`config.mk`:
```
export PLATFORM = sky130hd
export DESIGN_NAME = gpgpu_cluster_top
export DESIGN_NICKNAME = d
export VERILOG_FILES = /design/src/rtl/gpgpu_cluster_pkg.sv /design/src/rtl/gpgpu_cluster_rr_arbiter.sv /design/src/rtl/sm_core.sv /design/src/rtl/gpgpu_cluster_top.sv
export SDC_FILE = /design/constraint.sdc
export NUM_CORES = 1
export LEC_CHECK = 0
export ABC_AREA = 1
export CAP_MARGIN = 20
export CORE_UTILIZATION = 57
export CTS_CLUSTER_SIZE = 16
export DETAILED_ROUTE_END_ITERATION = 12
export PLACE_DENSITY = 0.8
export SYNTH_ARGS = -nofsm -noshare
export SYNTH_HDL_FRONTEND = slang
export SYNTH_SLANG_ARGS = --single-unit
```
`constraint.sdc`:
```
create_clock -name clk -period 3.6 [get_ports clk]
set_clock_uncertainty 0.15 [all_clocks]
set_input_delay 0.72 -clock clk [delete_from_list [all_inputs] [get_ports clk]]
set_output_delay 0.72 -clock clk [all_outputs]
set_load 0.1 [all_outputs]
```
`src/rtl/gpgpu_cluster_pkg.sv`:
```
// gpgpu_cluster_pkg
//   Shared types and helpers for the multi-SM cluster.
//   - mem_arb_state_t : code-memory arbiter states
//   - sm_state_t      : sm_core kernel lifecycle states
//   - sm_id_width()   : width of an SM index for a given SM count
//   Also supplies default widths for the build-wide width macros when the
//   surrounding build does not define them.

`ifndef CODE_MEM_ADDR_WIDTH
`define CODE_MEM_ADDR_WIDTH 32
`endif
`ifndef CODE_MEM_DATA_WIDTH
`define CODE_MEM_DATA_WIDTH 32
`endif
`ifndef CODE_ADDR_WIDTH
`define CODE_ADDR_WIDTH 32
`endif
`ifndef DEPTH_WARP
`define DEPTH_WARP 3
`endif

package gpgpu_cluster_pkg;

    typedef enum logic {
        MEM_IDLE = 1'b0,
        MEM_BUSY = 1'b1
    } mem_arb_state_t;

    typedef enum logic [1:0] {
        SM_IDLE  = 2'd0,
        SM_FETCH = 2'd1,
        SM_RSP   = 2'd2
    } sm_state_t;

    // A single SM still needs a 1-bit index so ports never collapse to zero width.
    function automatic int sm_id_width(input int n);
        return (n > 1) ? $clog2(n) : 1;
    endfunction

endpackage

```
`src/rtl/gpgpu_cluster_rr_arbiter.sv`:
```
// rr_arbiter
//   Combinational round-robin picker: selects the first asserted request
//   at or after the pointer, wrapping around.
//   Ports:
//     i_req [N]  request vector
//     i_ptr [W]  priority pointer (index of highest-priority requester)
//     o_gnt [N]  one-hot grant
//     o_idx [W]  encoded grant index (0 when nothing is requested)
//     o_any      at least one request is asserted

module rr_arbiter
    import gpgpu_cluster_pkg::*;
#(
    parameter int N = 4,
    parameter int W = sm_id_width(N)
) (
    input  logic [N-1:0] i_req,
    input  logic [W-1:0] i_ptr,
    output logic [N-1:0] o_gnt,
    output logic [W-1:0] o_idx,
    output logic         o_any
);

    logic [W:0] w_cand;

    always_comb begin
        o_gnt  = '0;
        o_idx  = '0;
        o_any  = 1'b0;
        w_cand = '0;
        for (int k = 0; k < N; k++) begin
            // Candidate index ptr+k folded back into 0..N-1.
            w_cand = {1'b0, i_ptr} + (W+1)'(k);
            if (w_cand >= (W+1)'(N)) begin
                w_cand = w_cand - (W+1)'(N);
            end
            if (!o_any && i_req[w_cand[W-1:0]]) begin
                o_any                 = 1'b1;
                o_idx                 = w_cand[W-1:0];
                o_gnt[w_cand[W-1:0]]  = 1'b1;
            end
        end
    end

endmodule

```
`src/rtl/sm_core.sv`:
```
// sm_core
//   Streaming multiprocessor kernel engine as seen by the cluster: accepts one
//   kernel, fetches the code word at the kernel start address, then reports
//   the low WID_W bits of that word as the finished warp id.
//   Ports:
//     clk, rst_n                    clock, synchronous active-low reset
//     tpc_req_ready_o/valid_i       kernel request handshake
//     tpc_req_start_addr_i          kernel start address
//     code_mem_available_i          cluster memory path can take a read
//     code_read_valid_o/addr_o      code read request (held until ready)
//     code_read_ready_i/data_i      code read return
//     tpc_rsp_valid_o/wid_o         completion report
//     tpc_rsp_ready_i               completion accepted

module sm_core
    import gpgpu_cluster_pkg::*;
#(
    parameter int CODE_MEM_ADDR_W = 32,
    parameter int CODE_MEM_DATA_W = 32,
    parameter int CODE_ADDR_W     = 32,
    parameter int WID_W           = 3
) (
    input  logic                       clk,
    input  logic                       rst_n,
    output logic                       tpc_req_ready_o,
    input  logic                       tpc_req_valid_i,
    input  logic [CODE_ADDR_W-1:0]     tpc_req_start_addr_i,
    input  logic                       code_mem_available_i,
    output logic                       code_read_valid_o,
    output logic [CODE_MEM_ADDR_W-1:0] code_read_addr_o,
    input  logic                       code_read_ready_i,
    input  logic [CODE_MEM_DATA_W-1:0] code_read_data_i,
    output logic                       tpc_rsp_valid_o,
    output logic [WID_W-1:0]           tpc_rsp_wid_o,
    input  logic                       tpc_rsp_ready_i
);

    sm_state_t                  r_state;
    logic                       r_req_ready;
    logic                       r_rd_vld_p1;
    logic                       r_rsp_vld_p1;
    logic [CODE_MEM_ADDR_W-1:0] r_addr;
    logic [WID_W-1:0]           r_wid;

    // The request is held until the cluster returns data, so availability
    // carries no extra information for this core.
    logic w_unused;
    assign w_unused = &{1'b0, code_mem_available_i, code_read_data_i};

    always_ff @(posedge clk) begin
        if (!rst_n) begin
            r_state      <= SM_IDLE;
            r_req_ready  <= 1'b1;
            r_rd_vld_p1  <= 1'b0;
            r_rsp_vld_p1 <= 1'b0;
            r_addr       <= '0;
            r_wid        <= '0;
        end else begin
            case (r_state)
                SM_IDLE: begin
                    if (tpc_req_valid_i) begin
                        r_addr      <= CODE_MEM_ADDR_W'(tpc_req_start_addr_i);
                        r_req_ready <= 1'b0;
                        r_rd_vld_p1 <= 1'b1;
                        r_state     <= SM_FETCH;
                    end
                end
                SM_FETCH: begin
                    if (code_read_ready_i) begin
                        r_wid        <= code_read_data_i[WID_W-1:0];
                        r_rd_vld_p1  <= 1'b0;
                        r_rsp_vld_p1 <= 1'b1;
                        r_state      <= SM_RSP;
                    end
                end
                SM_RSP: begin
                    if (tpc_rsp_ready_i) begin
                        r_rsp_vld_p1 <= 1'b0;
                        r_req_ready  <= 1'b1;
                        r_state      <= SM_IDLE;
                    end
                end
                default: r_state <= SM_IDLE;
            endcase
        end
    end

    assign tpc_req_ready_o   = r_req_ready;
    assign code_read_valid_o = r_rd_vld_p1;
    assign code_read_addr_o  = r_addr;
    assign tpc_rsp_valid_o   = r_rsp_vld_p1;
    assign tpc_rsp_wid_o     = r_wid;

endmodule

```
`src/rtl/gpgpu_cluster_top.sv`:
```
// gpgpu_cluster_top
//   NUM_SM sm_core instances sharing one host channel and one code memory.
//   - Kernel dispatch: combinational round-robin over ready SMs.
//   - Code memory: one outstanding read, round-robin over requesting SMs.
//   - Responses: one registered slot, round-robin over finished SMs,
//     tagged with the index of the SM that finished.
//   Ports:
//     clk, rst                              clock, synchronous active-high reset
//     code_mem_available_i                  external memory can take a read
//     code_read_valid_o/addr_o              registered read request
//     code_read_ready_i/data_i              read return
//     host_req_ready_o/valid_i/start_addr_i kernel request channel
//     host_rsp_ready_i/valid_o/wid_o/sm_id_o response channel (registered)

`ifndef CODE_MEM_ADDR_WIDTH
`define CODE_MEM_ADDR_WIDTH 32
`endif
`ifndef CODE_MEM_DATA_WIDTH
`define CODE_MEM_DATA_WIDTH 32
`endif
`ifndef CODE_ADDR_WIDTH
`define CODE_ADDR_WIDTH 32
`endif
`ifndef DEPTH_WARP
`define DEPTH_WARP 3
`endif

module gpgpu_cluster_top
    import gpgpu_cluster_pkg::*;
#(
    parameter int NUM_SM          = 4,
    parameter int SM_ID_W         = sm_id_width(NUM_SM),
    parameter int CODE_MEM_ADDR_W = `CODE_MEM_ADDR_WIDTH,
    parameter int CODE_MEM_DATA_W = `CODE_MEM_DATA_WIDTH,
    parameter int CODE_ADDR_W     = `CODE_ADDR_WIDTH,
    parameter int WID_W           = `DEPTH_WARP
) (
    input  logic                       clk,
    input  logic                       rst,
    input  logic                       code_mem_available_i,
    output logic                       code_read_valid_o,
    output logic [CODE_MEM_ADDR_W-1:0] code_read_addr_o,
    input  logic                       code_read_ready_i,
    input  logic [CODE_MEM_DATA_W-1:0] code_read_data_i,
    output logic                       host_req_ready_o,
    input  logic                       host_req_valid_i,
    input  logic [CODE_ADDR_W-1:0]     host_req_start_addr_i,
    input  logic                       host_rsp_ready_i,
    output logic                       host_rsp_valid_o,
    output logic [WID_W-1:0]           host_rsp_wid_o,
    output logic [SM_ID_W-1:0]         host_rsp_sm_id_o
);

    function automatic logic [SM_ID_W-1:0] inc_wrap(input logic [SM_ID_W-1:0] v);
        return (v == SM_ID_W'(NUM_SM-1)) ? '0 : v + SM_ID_W'(1);
    endfunction

    logic [NUM_SM-1:0]          w_sm_req_ready, w_sm_req_valid, w_sm_mem_avail;
    logic [NUM_SM-1:0]          w_sm_rd_valid, w_sm_rd_ready, w_sm_rsp_valid, w_sm_rsp_ready;
    logic [CODE_MEM_ADDR_W-1:0] w_sm_rd_addr [NUM_SM];
    logic [CODE_MEM_DATA_W-1:0] w_sm_rd_data [NUM_SM];
    logic [WID_W-1:0]           w_sm_rsp_wid [NUM_SM];

    logic [NUM_SM-1:0]  w_req_gnt, w_mem_gnt_unused, w_rsp_gnt;
    logic [SM_ID_W-1:0] w_req_idx, w_mem_idx, w_rsp_idx;
    logic               w_req_any, w_mem_any, w_rsp_any;
    logic               w_req_fire, w_rsp_load, w_rst_n;

    logic [SM_ID_W-1:0]         r_req_ptr, r_mem_ptr, r_rsp_ptr, r_mem_owner;
    mem_arb_state_t             r_mem_state;
    logic                       r_rd_vld_p1;
    logic [CODE_MEM_ADDR_W-1:0] r_rd_addr_p1;
    logic                       r_rsp_vld_p1;
    logic [WID_W-1:0]           r_rsp_wid_p1;
    logic [SM_ID_W-1:0]         r_rsp_sm_id_p1;

    assign w_rst_n = ~rst;

    rr_arbiter #(.N(NUM_SM), .W(SM_ID_W)) u_req_arb (
        .i_req(w_sm_req_ready), .i_ptr(r_req_ptr),
        .o_gnt(w_req_gnt), .o_idx(w_req_idx), .o_any(w_req_any)
    );

    rr_arbiter #(.N(NUM_SM), .W(SM_ID_W)) u_mem_arb (
        .i_req(w_sm_rd_valid), .i_ptr(r_mem_ptr),
        .o_gnt(w_mem_gnt_unused), .o_idx(w_mem_idx), .o_any(w_mem_any)
    );

    rr_arbiter #(.N(NUM_SM), .W(SM_ID_W)) u_rsp_arb (
        .i_req(w_sm_rsp_valid), .i_ptr(r_rsp_ptr),
        .o_gnt(w_rsp_gnt), .o_idx(w_rsp_idx), .o_any(w_rsp_any)
    );

    assign host_req_ready_o = w_req_any & ~rst;
    assign w_req_fire       = host_req_valid_i & host_req_ready_o;
    // The slot can take a new entry when empty or when the host drains it now.
    assign w_rsp_load       = ~r_rsp_vld_p1 | host_rsp_ready_i;

    for (genvar g = 0; g < NUM_SM; g++) begin : g_sm
        logic w_owner_rd;
        // Read returns are steered only to the SM that owns the outstanding read.
        assign w_owner_rd = (r_mem_state == MEM_BUSY) && (r_mem_owner == SM_ID_W'(g))
                            && code_read_ready_i;
        assign w_sm_req_valid[g] = host_req_valid_i & w_req_gnt[g];
        assign w_sm_mem_avail[g] = code_mem_available_i & (r_mem_state == MEM_IDLE);
        assign w_sm_rd_ready[g]  = w_owner_rd;
        assign w_sm_rd_data[g]   = w_owner_rd ? code_read_data_i : '0;
        assign w_sm_rsp_ready[g] = w_rsp_load & w_rsp_gnt[g] & ~rst;

        sm_core #(
            .CODE_MEM_ADDR_W(CODE_MEM_ADDR_W), .CODE_MEM_DATA_W(CODE_MEM_DATA_W),
            .CODE_ADDR_W(CODE_ADDR_W), .WID_W(WID_W)
        ) u_sm (
            .clk(clk), .rst_n(w_rst_n),
            .tpc_req_ready_o(w_sm_req_ready[g]), .tpc_req_valid_i(w_sm_req_valid[g]),
            .tpc_req_start_addr_i(host_req_start_addr_i),
            .code_mem_available_i(w_sm_mem_avail[g]),
            .code_read_valid_o(w_sm_rd_valid[g]), .code_read_addr_o(w_sm_rd_addr[g]),
            .code_read_ready_i(w_sm_rd_ready[g]), .code_read_data_i(w_sm_rd_data[g]),
            .tpc_rsp_valid_o(w_sm_rsp_valid[g]), .tpc_rsp_wid_o(w_sm_rsp_wid[g]),
            .tpc_rsp_ready_i(w_sm_rsp_ready[g])
        );
    end

    // Dispatch pointer: next search starts just past the SM that took the kernel.
    always_ff @(posedge clk) begin
        if (rst) begin
            r_req_ptr <= '0;
        end else if (w_req_fire) begin
            r_req_ptr <= inc_wrap(w_req_idx);
        end
    end

    // Code-memory arbiter FSM: request register stage (_p1) toward memory.
    always_ff @(posedge clk) begin
        if (rst) begin
            r_mem_state  <= MEM_IDLE;
            r_mem_ptr    <= '0;
            r_mem_owner  <= '0;
            r_rd_vld_p1  <= 1'b0;
            r_rd_addr_p1 <= '0;
        end else begin
            case (r_mem_state)
                MEM_IDLE: begin
                    if (w_mem_any && code_mem_available_i) begin
                        r_mem_owner  <= w_mem_idx;
                        r_rd_addr_p1 <= w_sm_rd_addr[w_mem_idx];
                        r_rd_vld_p1  <= 1'b1;
                        r_mem_state  <= MEM_BUSY;
                    end
                end
                MEM_BUSY: begin
                    if (code_read_ready_i) begin
                        r_rd_vld_p1 <= 1'b0;
                        r_mem_ptr   <= inc_wrap(r_mem_owner);
                        r_mem_state <= MEM_IDLE;
                    end
                end
                default: r_mem_state <= MEM_IDLE;
            endcase
        end
    end

    // Response collector: single output register stage (_p1) toward the host.
    always_ff @(posedge clk) begin
        if (rst) begin
            r_rsp_ptr      <= '0;
            r_rsp_vld_p1   <= 1'b0;
            r_rsp_wid_p1   <= '0;
            r_rsp_sm_id_p1 <= '0;
        end else if (w_rsp_load) begin
            r_rsp_vld_p1 <= w_rsp_any;
            if (w_rsp_any) begin
                r_rsp_wid_p1   <= w_sm_rsp_wid[w_rsp_idx];
                r_rsp_sm_id_p1 <= w_rsp_idx;
                r_rsp_ptr      <= inc_wrap(w_rsp_idx);
            end
        end
    end

    assign code_read_valid_o = r_rd_vld_p1;
    assign code_read_addr_o  = r_rd_addr_p1;
    assign host_rsp_valid_o  = r_rsp_vld_p1;
    assign host_rsp_wid_o    = r_rsp_wid_p1;
    assign host_rsp_sm_id_o  = r_rsp_sm_id_p1;

endmodule

```
# Yosys cells after proc, flatten, opt, wreduce, memory -nomap -nowiden
# Cells that the tools add are included.
[totals] regBits=208 out_inout_bits=40 wordCells=376
[classes] bitwise_logic=26 eq_ne=27 reduce_logical=80 add_sub_neg=24 muxes=151 magnitude_cmp=34
[ops] op="$mux W2" count=39
[ops] op="$bmux W32 S2" count=1
[ops] op="$mux W32" count=2
[ops] op="$mux W1" count=60
[ops] op="$reduce_and A3 Y1" count=16
[ops] op="$lt A2 B3 Y1 const B" count=12
[ops] op="$ge A3 B3 Y1 const B" count=11
[ops] op="$mux W4" count=8
[ops] op="$pmux W1 S2" count=14
[ops] op="$logic_and A1 B1 Y1" count=26
[ops] op="$ne A2 B1 Y1 const B" count=13
[ops] op="$bmux W1 S2" count=12
[ops] op="$or A4 B4 Y4" count=6
[ops] op="$pmux W2 S3" count=4
[ops] op="$reduce_and A2 Y1" count=12
[ops] op="$reduce_bool A2 Y1" count=12
[ops] op="$sub A2 B1 Y2 const B" count=12
[ops] op="$add A2 B2 Y3 const B" count=6
[ops] op="$demux W1 S2" count=8
[ops] op="$eq A2 B2 Y1 const B" count=8
[ops] op="$ge A2 B1 Y1 const B" count=8
[ops] op="$and A1 B1 Y1" count=14
[ops] op="$eq A2 B1 Y1 const B" count=5
[ops] op="$logic_not A2 Y1" count=5
[ops] op="10 further kinds" count=28

# Longest topological paths before layout
# Gate-level depths: netlist (run 1).
[depth] ltp_word=18 mapped_depth=17 mapped_depth_nobuf=15

# Modules after synthesis
# Synthesis (run 1) repeated with hierarchy kept, for this count alone.
[unflattened] cells_unflattened=1777 area_unflattened_um2=11922.7
[modules_own_cells] mod="sm_core" cells_each=220 seq_area_each_um2=800.8 area_per_inst_um2=1705.4 n_inst=4
[modules_own_cells] mod="gpgpu_cluster_top" cells_each=675 seq_area_each_um2=960.9 area_per_inst_um2=3784.9 n_inst=1
[modules_own_cells] mod="rr_arbiter (u_mem_arb ...)" cells_each=74 seq_area_each_um2=0.0 area_per_inst_um2=440.4 n_inst=2
[modules_own_cells] mod="rr_arbiter (u_rsp_arb)" cells_each=74 seq_area_each_um2=0.0 area_per_inst_um2=435.4 n_inst=1

# Worst setup path after synthesis (run 1)
# OpenSTA, ideal clock, no wires.
[synth_timing] path_type="reg2out" from="reg with a tool-made name" to="out host_req_ready_o" arrival_ns=2.043 path_buffers=0 stages_incl_launch_ff=10 required_time_ns=2.730 slack_ns=0.687 cell_sequence="dfxtp_1 inv_2 ha_1 inv_1 nand2_1 nand2_1 nor2_4 nand2_1 o21ai_0 inv_1"
[synth_rtl] element="end: declaration" line="gpgpu_cluster_top.sv:45" source="output logic host_req_ready_o,"

# Worst setup path in the final report (run 1)
[layout_timing] from="reg r_req_ptr[1]" to="out host_req_ready_o"
[layout_via] elab_chain_cells=15 word_cells_on_any_way=34 classes_between="add/sub: 7; order compare: 4; mux: 16; bitwise: 1; reduce/logical: 6"
[layout_lines] element="start: declaration" line="gpgpu_cluster_top.sv:69" source="logic [SM_ID_W-1:0] r_req_ptr, r_mem_ptr, r_rsp_ptr, r_mem_owner;"
[layout_lines] element="start signal: assignment" line="gpgpu_cluster_top.sv:130" source="r_req_ptr <= inc_wrap(w_req_idx);"
[layout_lines] element="branches (longest 13 deep; another with $add A2 B1 Y3)"
[layout_lines] element="$mux W1 (*)" line="gpgpu_cluster_rr_arbiter.sv:37" source="if (!o_any && i_req[w_cand[W-1:0]]) begin"
[layout_lines] element="$and A1 B1 Y1 (*)" line="gpgpu_cluster_top.sv:94" source="assign host_req_ready_o = w_req_any & ~rst;"
# Mark *: on every way between the ends. The select of a mux whose other input is x is not followed.

==> flow_results.xml, run 1 <==
<?xml version="1.0" encoding="UTF-8"?>
<metrics>
  <group name="drt">
    <metric name="final_antenna_net_count" unit="">0</metric>
    <metric name="drt_first_pass_iters" unit="">5</metric>
    <metric name="avgRoutedWirePerCell" unit="µm">14.1</metric>
    <metric name="wirelength" unit="µm">24500</metric>
    <metric name="detail_route.drc_violations" unit="">0</metric>
    <metric name="detail_route.vias_per_cell" unit="">5.44</metric>
    <metric name="vias" unit="">9489</metric>
    <metric name="initial_detailed_routing_violation_count" unit="">724</metric>
  </group>
  <group name="power">
    <metric name="share_comb_of_total_power" unit="%">53.4</metric>
    <metric name="power_leakage" unit="µW">0.00518</metric>
    <metric name="sequential_cell_fraction_of_total_power" unit="%">27.2</metric>
    <metric name="power_density" unit="nW/µm²">994</metric>
    <metric name="power.internal" unit="µW">6340</metric>
    <metric name="max-vdd-ir-drop" unit="mV">0.869</metric>
    <metric name="power_frac_clock" unit="%">19.4</metric>
    <metric name="sw_frac_of_total" unit="%">46.5</metric>
    <metric name="net-switching-power" unit="µW">5520</metric>
  </group>
  <group name="timing">
    <metric name="finalHoldViolations" unit="">0</metric>
    <metric name="whs" unit="ns">0.301</metric>
    <metric name="slew_violations" unit="">0</metric>
    <metric name="timing.final.ws_setup" unit="ns">0.291</metric>
    <metric name="fin_setup_tns" unit="ns">0</metric>
    <metric name="timing.final.crit_period" unit="ns">3.31</metric>
    <metric name="maxSlewHeadroom" unit="%">34.7</metric>
    <metric name="max_slew.worst_pin.slew" unit="ns">0.976</metric>
    <metric name="finalSetupViolations" unit="">0</metric>
    <metric name="final_min_period_over_clock_period" unit="%">91.9</metric>
    <metric name="unrepaired_setup_endpoints_after_global_routing" unit="">no</metric>
    <metric name="peak_freq" unit="MHz">302</metric>
  </group>
  <group name="setup_path">
    <metric name="critical_path_required" unit="ns">2.73</metric>
    <metric name="worst_setup_path_start_kind" unit="">flip-flop</metric>
    <metric name="cell_by_cell_listing_of_the_critical_path" unit="">inv_1 -&gt; ha_1 -&gt; inv_1 -&gt; nand2_1 -&gt; nand2_1 -&gt; nor2_4 -&gt; nand2_1 -&gt; o21ai_0 -&gt; inv_1 -&gt; buf_12</metric>
    <metric name="critical_path.top_delay_family" unit="">buffers and inverters</metric>
    <metric name="r2r-end" unit="">r_rsp_ptr[1]</metric>
    <metric name="critical_path.endpoint_type" unit="">output pin</metric>
    <metric name="slowest_stage" unit="">sky130_fd_sc_hd__dfxtp_2</metric>
    <metric name="max_stage_delay" unit="ns">0.42</metric>
    <metric name="setup.worst_path.class" unit="">reg -&gt; out</metric>
    <metric name="timing.critical_path.fanout_max" unit="">8</metric>
    <metric name="cp.buffers_inverters" unit="">4</metric>
    <metric name="r2r_cells" unit="">13</metric>
    <metric name="arrival" unit="ns">2.44</metric>
    <metric name="timing.rr.start" unit="">r_rsp_ptr[1]</metric>
    <metric name="reg2reg_slack" unit="ns">0.46</metric>
  </group>
  <group name="yosys">
    <metric name="avgSynthCellArea" unit="µm²">7.06</metric>
    <metric name="synthTopCellsByCount" unit="">sky130_fd_sc_hd__nand2_1 (229), sky130_fd_sc_hd__dfxtp_1 (208), sky130_fd_sc_hd__inv_1 (204), sky130_fd_sc_hd__nand3_1 (189), sky130_fd_sc_hd__o21ai_0 (156)</metric>
    <metric name="yosysTopAreaCell" unit="">sky130_fd_sc_hd__dfxtp_1</metric>
    <metric name="most_frequent_cell_after_synthesis" unit="">sky130_fd_sc_hd__nand2_1</metric>
    <metric name="synthCells" unit="">1471</metric>
    <metric name="postSynthRegisterBits" unit="">208</metric>
    <metric name="synth.top_cell.area_share" unit="%">40.1</metric>
    <metric name="post_synth_main_area_contributors" unit="">sky130_fd_sc_hd__dfxtp_1 (40%), sky130_fd_sc_hd__nand3_1 (9.1%), sky130_fd_sc_hd__nand2_1 (8.3%), sky130_fd_sc_hd__o21ai_0 (7.5%), sky130_fd_sc_hd__inv_1 (7.4%)</metric>
    <metric name="syn_area" unit="µm²">10400</metric>
    <metric name="synthesis.nets" unit="">1574</metric>
    <metric name="yosys_warnings" unit="">0</metric>
    <metric name="ys_dominant_reg_cell" unit="">sky130_fd_sc_hd__dfxtp_1</metric>
    <metric name="synth_sequential_area_ratio" unit="%">40.1</metric>
    <metric name="synth_edf_count" unit="">0</metric>
    <metric name="synth.distinct_cells" unit="">40</metric>
    <metric name="async_flop_share" unit="%">0</metric>
  </group>
  <group name="floorplanning">
    <metric name="pin_count" unit="">110</metric>
    <metric name="fp.dieW" unit="µm">137</metric>
    <metric name="starting_density_of_the_core" unit="%">59.2</metric>
    <metric name="rows" unit="">48</metric>
    <metric name="fp.dieArea" unit="µm²">18800</metric>
    <metric name="die_h" unit="µm">137</metric>
    <metric name="core_region_area" unit="µm²">17500</metric>
  </group>
  <group name="cts">
    <metric name="tritoncts.num_buffers" unit="">23</metric>
    <metric name="clk_transition_reported_paths" unit="ns">0.06</metric>
    <metric name="post-cts-setup-buffer-count" unit="">0</metric>
    <metric name="ctsHtreeMaxLevel" unit="">1</metric>
    <metric name="cts_tree" unit="">built</metric>
    <metric name="cts.path.max_buffers" unit="">3</metric>
    <metric name="post_cts_resized" unit="">0</metric>
    <metric name="root_buffer" unit="">sky130_fd_sc_hd__clkbuf_16</metric>
    <metric name="cts_hold_buf" unit="">0</metric>
    <metric name="numClockSinks" unit="">208</metric>
    <metric name="insertion_delay_of_the_later_clocked_pin_in_the_worst_skew_pair" unit="ns">0.50</metric>
  </group>
  <group name="grt">
    <metric name="grt_total_usage" unit="%">26.8</metric>
    <metric name="number_of_global_route_vias_before_repair" unit="">8838</metric>
    <metric name="pin_count_of_the_biggest_net_entering_global_routing" unit="">101</metric>
    <metric name="gr-total-overflow" unit="">0</metric>
    <metric name="antenna_found_initial" unit="">0</metric>
    <metric name="first_pass_grt_wire_length" unit="µm">41000</metric>
  </group>
  <group name="run_status">
    <metric name="run_status" unit="">complete, no violations</metric>
  </group>
  <group name="hold_path">
    <metric name="hold_path_startpoint" unit="">g_sm[2].u_sm.code_read_addr_o[27]</metric>
    <metric name="hold-path-endpoint" unit="">g_sm[2].u_sm.code_read_addr_o[27]</metric>
    <metric name="hold_path.class" unit="">reg -&gt; reg</metric>
    <metric name="whs_path_cells" unit="">2</metric>
  </group>
  <group name="placed_design">
    <metric name="place.detailed.hpwl" unit="µm">14900</metric>
    <metric name="globalplace.congestion" unit="">0.855</metric>
    <metric name="port_buffers" unit="">80</metric>
    <metric name="pre_cts_slack" unit="ns">0.520</metric>
  </group>
  <group name="layout">
    <metric name="synthToLayoutAreaGrowth" unit="%">14.9</metric>
    <metric name="antennaDiodeCount" unit="">0</metric>
    <metric name="final_nets" unit="">1607</metric>
    <metric name="finalCoreUtilization" unit="%">68.0</metric>
    <metric name="layout-drive-gt1-share" unit="%">6.12</metric>
  </group>
  <group name="job">
    <metric name="maxCapViolations" unit="">0</metric>
  </group>
</metrics>
flip-flops by register name, summed over array words and instances, names as in the netlist, named ones only:
name / flops
g_sm.u_sm.code_read_addr_o: 128
code_read_addr_o: 32
g_sm.u_sm.tpc_rsp_wid_o: 12
g_sm.u_sm.r_state: 8
g_sm.u_sm.code_read_valid_o: 4
g_sm.u_sm.tpc_req_ready_o: 4
g_sm.u_sm.tpc_rsp_valid_o: 4
host_rsp_wid_o: 3
host_rsp_sm_id_o: 2
r_mem_owner: 2
r_mem_ptr: 2
r_rsp_ptr: 2
code_read_valid_o: 1
host_rsp_valid_o: 1
r_mem_state: 1
r_req_ptr: 1
cells by family after synthesis:
kind of cell | count (synthesis) | share of synthesized area [%]
flip-flops | 208 | 40.1
adder cells (fa/ha/maj) | 33 | 3.98
AND/OR/NAND/NOR | 583 | 25.5
buffers and inverters | 298 | 12.2
AO/OA/AOI/OAI | 347 | 18.0
XOR/XNOR | 2 | 0.169
worst min-delay path: cells and delay by family, from the launching register on:
family	cells	cell delay (ns)
AOI/OAI and AO/OA	1	0.05
buffers and inverters	1	0.06
DFF	1	0.29
stage by stage:
stage | area, µm² | power (µW) | std cells
2_1_floorplan | 10400 | 8360 | 1471
3_3_place_gp | 11200 | 9370 | 1704
3_5_place_dp | 11200 | 9560 | 1704
4_1_cts | 11900 | 11900 | 1744
5_1_grt | 11900 | 12900 | 1744
6_report | 11900 | 11900 | 1744
power by group through the flow:
stage / sequential (µW) / clock (µW) / combinational, µW
2_1_floorplan: 3950 / 0 / 4410
3_3_place_gp: 3250 / 0 / 6130
3_5_place_dp: 3270 / 0 / 6290
4_1_cts: 3230 / 2340 / 6340
5_1_grt: 3300 / 2440 / 7110
6_report: 3230 / 2300 / 6330
placed cells by master (no fill, tap or decap), drive strengths merged:
cell type / count
clkinv: 3
nand3: 191
nand4: 10
nor3: 6
a21oi: 136
o21ba: 1
ha: 33
inv: 209
o21bai: 2
o22ai: 1
nand2: 239
nor2: 101
o211ai: 1
clkdlybuf4s50: 71
o2111ai: 1
or2: 3
xor2: 1
dfxtp: 208
bufinv: 1
o21ai: 164
a21boi: 7
o21a: 32
buf: 25
a221oi: 1
nand3b: 32
xnor2: 1
a31oi: 1
and2: 1
clkbuf: 37
worst max path at each step:
| stage | startpoint | to | slack (ns) | cells past startpoint |
|---|---|---|---|---|
| after floorplan | flip-flop | host_req_ready_o | 0.69 | 9 |
| after global routing | r_req_ptr[1] | host_req_ready_o | 0.12 | 10 |
| after global placement | r_rsp_ptr[1] | r_rsp_ptr[1] | 0.59 | 13 |
| after CTS | r_req_ptr[1] | host_req_ready_o | 0.22 | 10 |
| final | r_req_ptr[1] | host_req_ready_o | 0.29 | 10 |
| after detailed placement | r_rsp_ptr[1] | r_rsp_ptr[1] | 0.52 | 13 |
routing by layer:
layer / part of all wire [%] / track usage, % / vias up
met5: 0 / 0 / -
met1: 45 / 33.7 / 4381
met3: 5.2 / 4.19 / 43
met4: 1.6 / 6.96 / 0
met2: 48 / 47.3 / 233
li1: - / - / 4832
cell type report:
type | instances | area [µm²]
Clock buffer | 37 | 708
Clock inverter | 3 | 40.0
Fill cell | 1535 | 5610
Inverter | 210 | 791
Multi-Input combinational cell | 965 | 4970
Sequential cell | 208 | 4170
Tap cell | 225 | 282
Timing Repair Buffer | 96 | 973
Power figures use the tool's default switching activity.
==> inputs of run 2 (changes only) <==
- CORE_UTILIZATION: 57 -> 60
- DONT_BUFFER_PORTS: not set -> 1
- PLACE_DENSITY: 0.8 -> 0.76
==> run 2 against run 1 <==
Effect of this change: core utilization is 2.0 points lower; clock power is 6% lower; clock-buffer cell count is 2 lower; design area is 7.3% lower; global-route usage is 0.12 points higher; routed wire length is 4.1% lower; critical endpoint unchanged.
==> flow_results.xml, run 2 (synthesis results as in run 1) <==
<?xml version="1.0" encoding="UTF-8"?>
<metrics>
  <group name="timing">
    <metric name="timing.final.crit_period" unit="ns">3.34</metric>
    <metric name="maxSlewHeadroom" unit="%">30.9</metric>
    <metric name="timing.final.ws_setup" unit="ns">0.260</metric>
    <metric name="final_min_period_over_clock_period" unit="%">92.8</metric>
    <metric name="whs" unit="ns">0.115</metric>
    <metric name="unrepaired_setup_endpoints_after_global_routing" unit="">no</metric>
    <metric name="max_slew.worst_pin.slew" unit="ns">1.04</metric>
    <metric name="peak_freq" unit="MHz">299</metric>
    <metric name="finalSetupViolations" unit="">0</metric>
    <metric name="finalHoldViolations" unit="">0</metric>
    <metric name="fin_setup_tns" unit="ns">0</metric>
    <metric name="slew_violations" unit="">0</metric>
  </group>
  <group name="drt">
    <metric name="initial_detailed_routing_violation_count" unit="">571</metric>
    <metric name="vias" unit="">8962</metric>
    <metric name="avgRoutedWirePerCell" unit="µm">14.2</metric>
    <metric name="final_antenna_net_count" unit="">0</metric>
    <metric name="detail_route.vias_per_cell" unit="">5.41</metric>
    <metric name="detail_route.drc_violations" unit="">0</metric>
    <metric name="wirelength" unit="µm">23500</metric>
    <metric name="drt_first_pass_iters" unit="">7</metric>
  </group>
  <group name="cts">
    <metric name="ctsHtreeMaxLevel" unit="">1</metric>
    <metric name="root_buffer" unit="">sky130_fd_sc_hd__clkbuf_16</metric>
    <metric name="numClockSinks" unit="">208</metric>
    <metric name="cts_tree" unit="">built</metric>
    <metric name="tritoncts.num_buffers" unit="">23</metric>
    <metric name="cts.path.max_buffers" unit="">3</metric>
    <metric name="clk_transition_reported_paths" unit="ns">0.06</metric>
    <metric name="insertion_delay_of_the_later_clocked_pin_in_the_worst_skew_pair" unit="ns">0.52</metric>
    <metric name="cts_hold_buf" unit="">0</metric>
  </group>
  <group name="grt">
    <metric name="antenna_found_initial" unit="">0</metric>
    <metric name="number_of_global_route_vias_before_repair" unit="">8227</metric>
    <metric name="gr-total-overflow" unit="">0</metric>
    <metric name="grt_total_usage" unit="%">26.9</metric>
    <metric name="pin_count_of_the_biggest_net_entering_global_routing" unit="">191</metric>
    <metric name="first_pass_grt_wire_length" unit="µm">39700</metric>
  </group>
  <group name="setup_path">
    <metric name="critical-path-top-cell-by-count" unit="">sky130_fd_sc_hd__nand2_1</metric>
    <metric name="arrival" unit="ns">2.47</metric>
    <metric name="critical_path.top_delay_family" unit="">buffers and inverters</metric>
    <metric name="worst_setup_path_start_kind" unit="">flip-flop</metric>
    <metric name="critical_path_required" unit="ns">2.73</metric>
    <metric name="cp.buffers_inverters" unit="">3</metric>
    <metric name="timing.critical_path.fanout_max" unit="">8</metric>
    <metric name="timing.rr.start" unit="">r_rsp_ptr[1]</metric>
    <metric name="r2r_cells" unit="">13</metric>
    <metric name="reg2reg_slack" unit="ns">0.52</metric>
    <metric name="r2r-end" unit="">r_rsp_ptr[1]</metric>
    <metric name="critical_path.endpoint_type" unit="">output pin</metric>
    <metric name="slowest_stage" unit="">sky130_fd_sc_hd__dfxtp_2</metric>
    <metric name="cell_by_cell_listing_of_the_critical_path" unit="">inv_1 -&gt; ha_1 -&gt; inv_1 -&gt; nand2_1 -&gt; nand2_1 -&gt; nor2_4 -&gt; nand2_1 -&gt; o21ai_1 -&gt; inv_2</metric>
    <metric name="setup.worst_path.class" unit="">reg -&gt; out</metric>
    <metric name="max_stage_delay" unit="ns">0.40</metric>
  </group>
  <group name="hold_path">
    <metric name="hold_path_startpoint" unit="">rst</metric>
    <metric name="hold-path-endpoint" unit="">g_sm[3].u_sm.tpc_rsp_valid_o</metric>
    <metric name="whs_path_cells" unit="">1</metric>
    <metric name="hold_path.class" unit="">in -&gt; reg</metric>
  </group>
  <group name="floorplanning">
    <metric name="core_region_area" unit="µm²">16800</metric>
    <metric name="fp.dieArea" unit="µm²">17800</metric>
    <metric name="fp.dieW" unit="µm">134</metric>
    <metric name="die_h" unit="µm">134</metric>
    <metric name="rows" unit="">47</metric>
    <metric name="starting_density_of_the_core" unit="%">61.9</metric>
    <metric name="pin_count" unit="">110</metric>
  </group>
  <group name="placed_design">
    <metric name="pre_cts_slack" unit="ns">0.511</metric>
    <metric name="port_buffers" unit="">0</metric>
    <metric name="globalplace.congestion" unit="">0.891</metric>
    <metric name="place.detailed.hpwl" unit="µm">13900</metric>
  </group>
  <group name="layout">
    <metric name="synthToLayoutAreaGrowth" unit="%">6.54</metric>
    <metric name="mostFrequentLayoutCell" unit="">sky130_fd_sc_hd__nand2_1</metric>
    <metric name="layout_common_cells" unit="">sky130_fd_sc_hd__nand2_1 (228), sky130_fd_sc_hd__dfxtp_1 (207), sky130_fd_sc_hd__inv_1 (202)</metric>
    <metric name="finalCoreUtilization" unit="%">66.0</metric>
    <metric name="final_nets" unit="">1526</metric>
    <metric name="layout-drive-gt1-share" unit="%">5.57</metric>
    <metric name="antennaDiodeCount" unit="">0</metric>
    <metric name="max_reg_flops" unit="">128</metric>
  </group>
  <group name="power">
    <metric name="design_power_total" unit="µW">11400</metric>
    <metric name="max-vdd-ir-drop" unit="mV">0.659</metric>
    <metric name="power_density" unit="nW/µm²">1030</metric>
    <metric name="power_leakage" unit="µW">0.00483</metric>
  </group>
  <group name="job">
    <metric name="maxCapViolations" unit="">0</metric>
  </group>
  <group name="run_status">
    <metric name="run_status" unit="">complete, no violations</metric>
  </group>
</metrics>
[run 2: cell count changes in the layout (fill, tap and decap cells not counted), sizes merged]
cell and delta:
clkdlybuf4s50 -71, buf -10, clkbuf -2, bufinv -1
clkinv +1, inv +1
[run 2: worst reg2reg max path: cells and delay by family, from the launching register on]
family,cells,cell delay [ns]
AOI/OAI and AO/OA,3,0.44
adders and majority gates,2,0.72
buffers and inverters,4,0.59
DFF,1,0.46
and+or+nand+nor,4,0.61
[run 2: worst max path at each step]
| stage | startpoint | endpoint | slack (ns) | cells past startpoint |
|---|---|---|---|---|
| after floorplan | flip-flop | host_req_ready_o | 0.69 | 9 |
| after global placement | r_req_ptr[1] | host_req_ready_o | 0.54 | 9 |
| after detailed placement | r_req_ptr[1] | host_req_ready_o | 0.51 | 9 |
| after CTS | r_req_ptr[1] | host_req_ready_o | 0.05 | 9 |
| after global routing | r_req_ptr[1] | host_req_ready_o | 0.09 | 9 |
| final | r_req_ptr[1] | host_req_ready_o | 0.26 | 9 |
[run 2: timing repair]
item	4_1_cts	5_1_grt
endpoints found under the setup margin	1	1
setup buffers	0	0
cloned	0	0
resized for setup	1	2
[run 2: final cells by class]
cell class / count / area [µm²]
sequential: 208 / 4170
clock inverter: 4 / 35.0
inverter: 210 / 791
tap: 220 / 275
fill: 1507 / 5700
clock buffer: 35 / 651
timing repair buffer: 15 / 175
multi-input combinational: 965 / 4970
[run 2: report_power, final]
part | leakage [µW] | internal [µW] | switching [µW]
clock network | 0.000337 | 1250 | 915
registers | 0.00170 | 2950 | 979
logic | 0.00279 | 1770 | 3530
[run 2: metrics by stage]
step,std cells,cell area [µm²]
after floorplan,1471,10400
after global placement,1618,10400
after detailed placement,1618,10400
after CTS,1657,11100
after global routing,1657,11100
final,1657,11100
[run 2: routing by layer]
| layer | wire [µm] | GRT usage [%] | up-vias |
|---|---|---|---|
| met1 | 11000 | 36.0 | 4040 |
| li1 | - | - | 4682 |
| met4 | 291 | 6.57 | 0 |
| met2 | 10800 | 45.1 | 217 |
| met3 | 1400 | 4.34 | 23 |
| met5 | 0 | 0 | - |
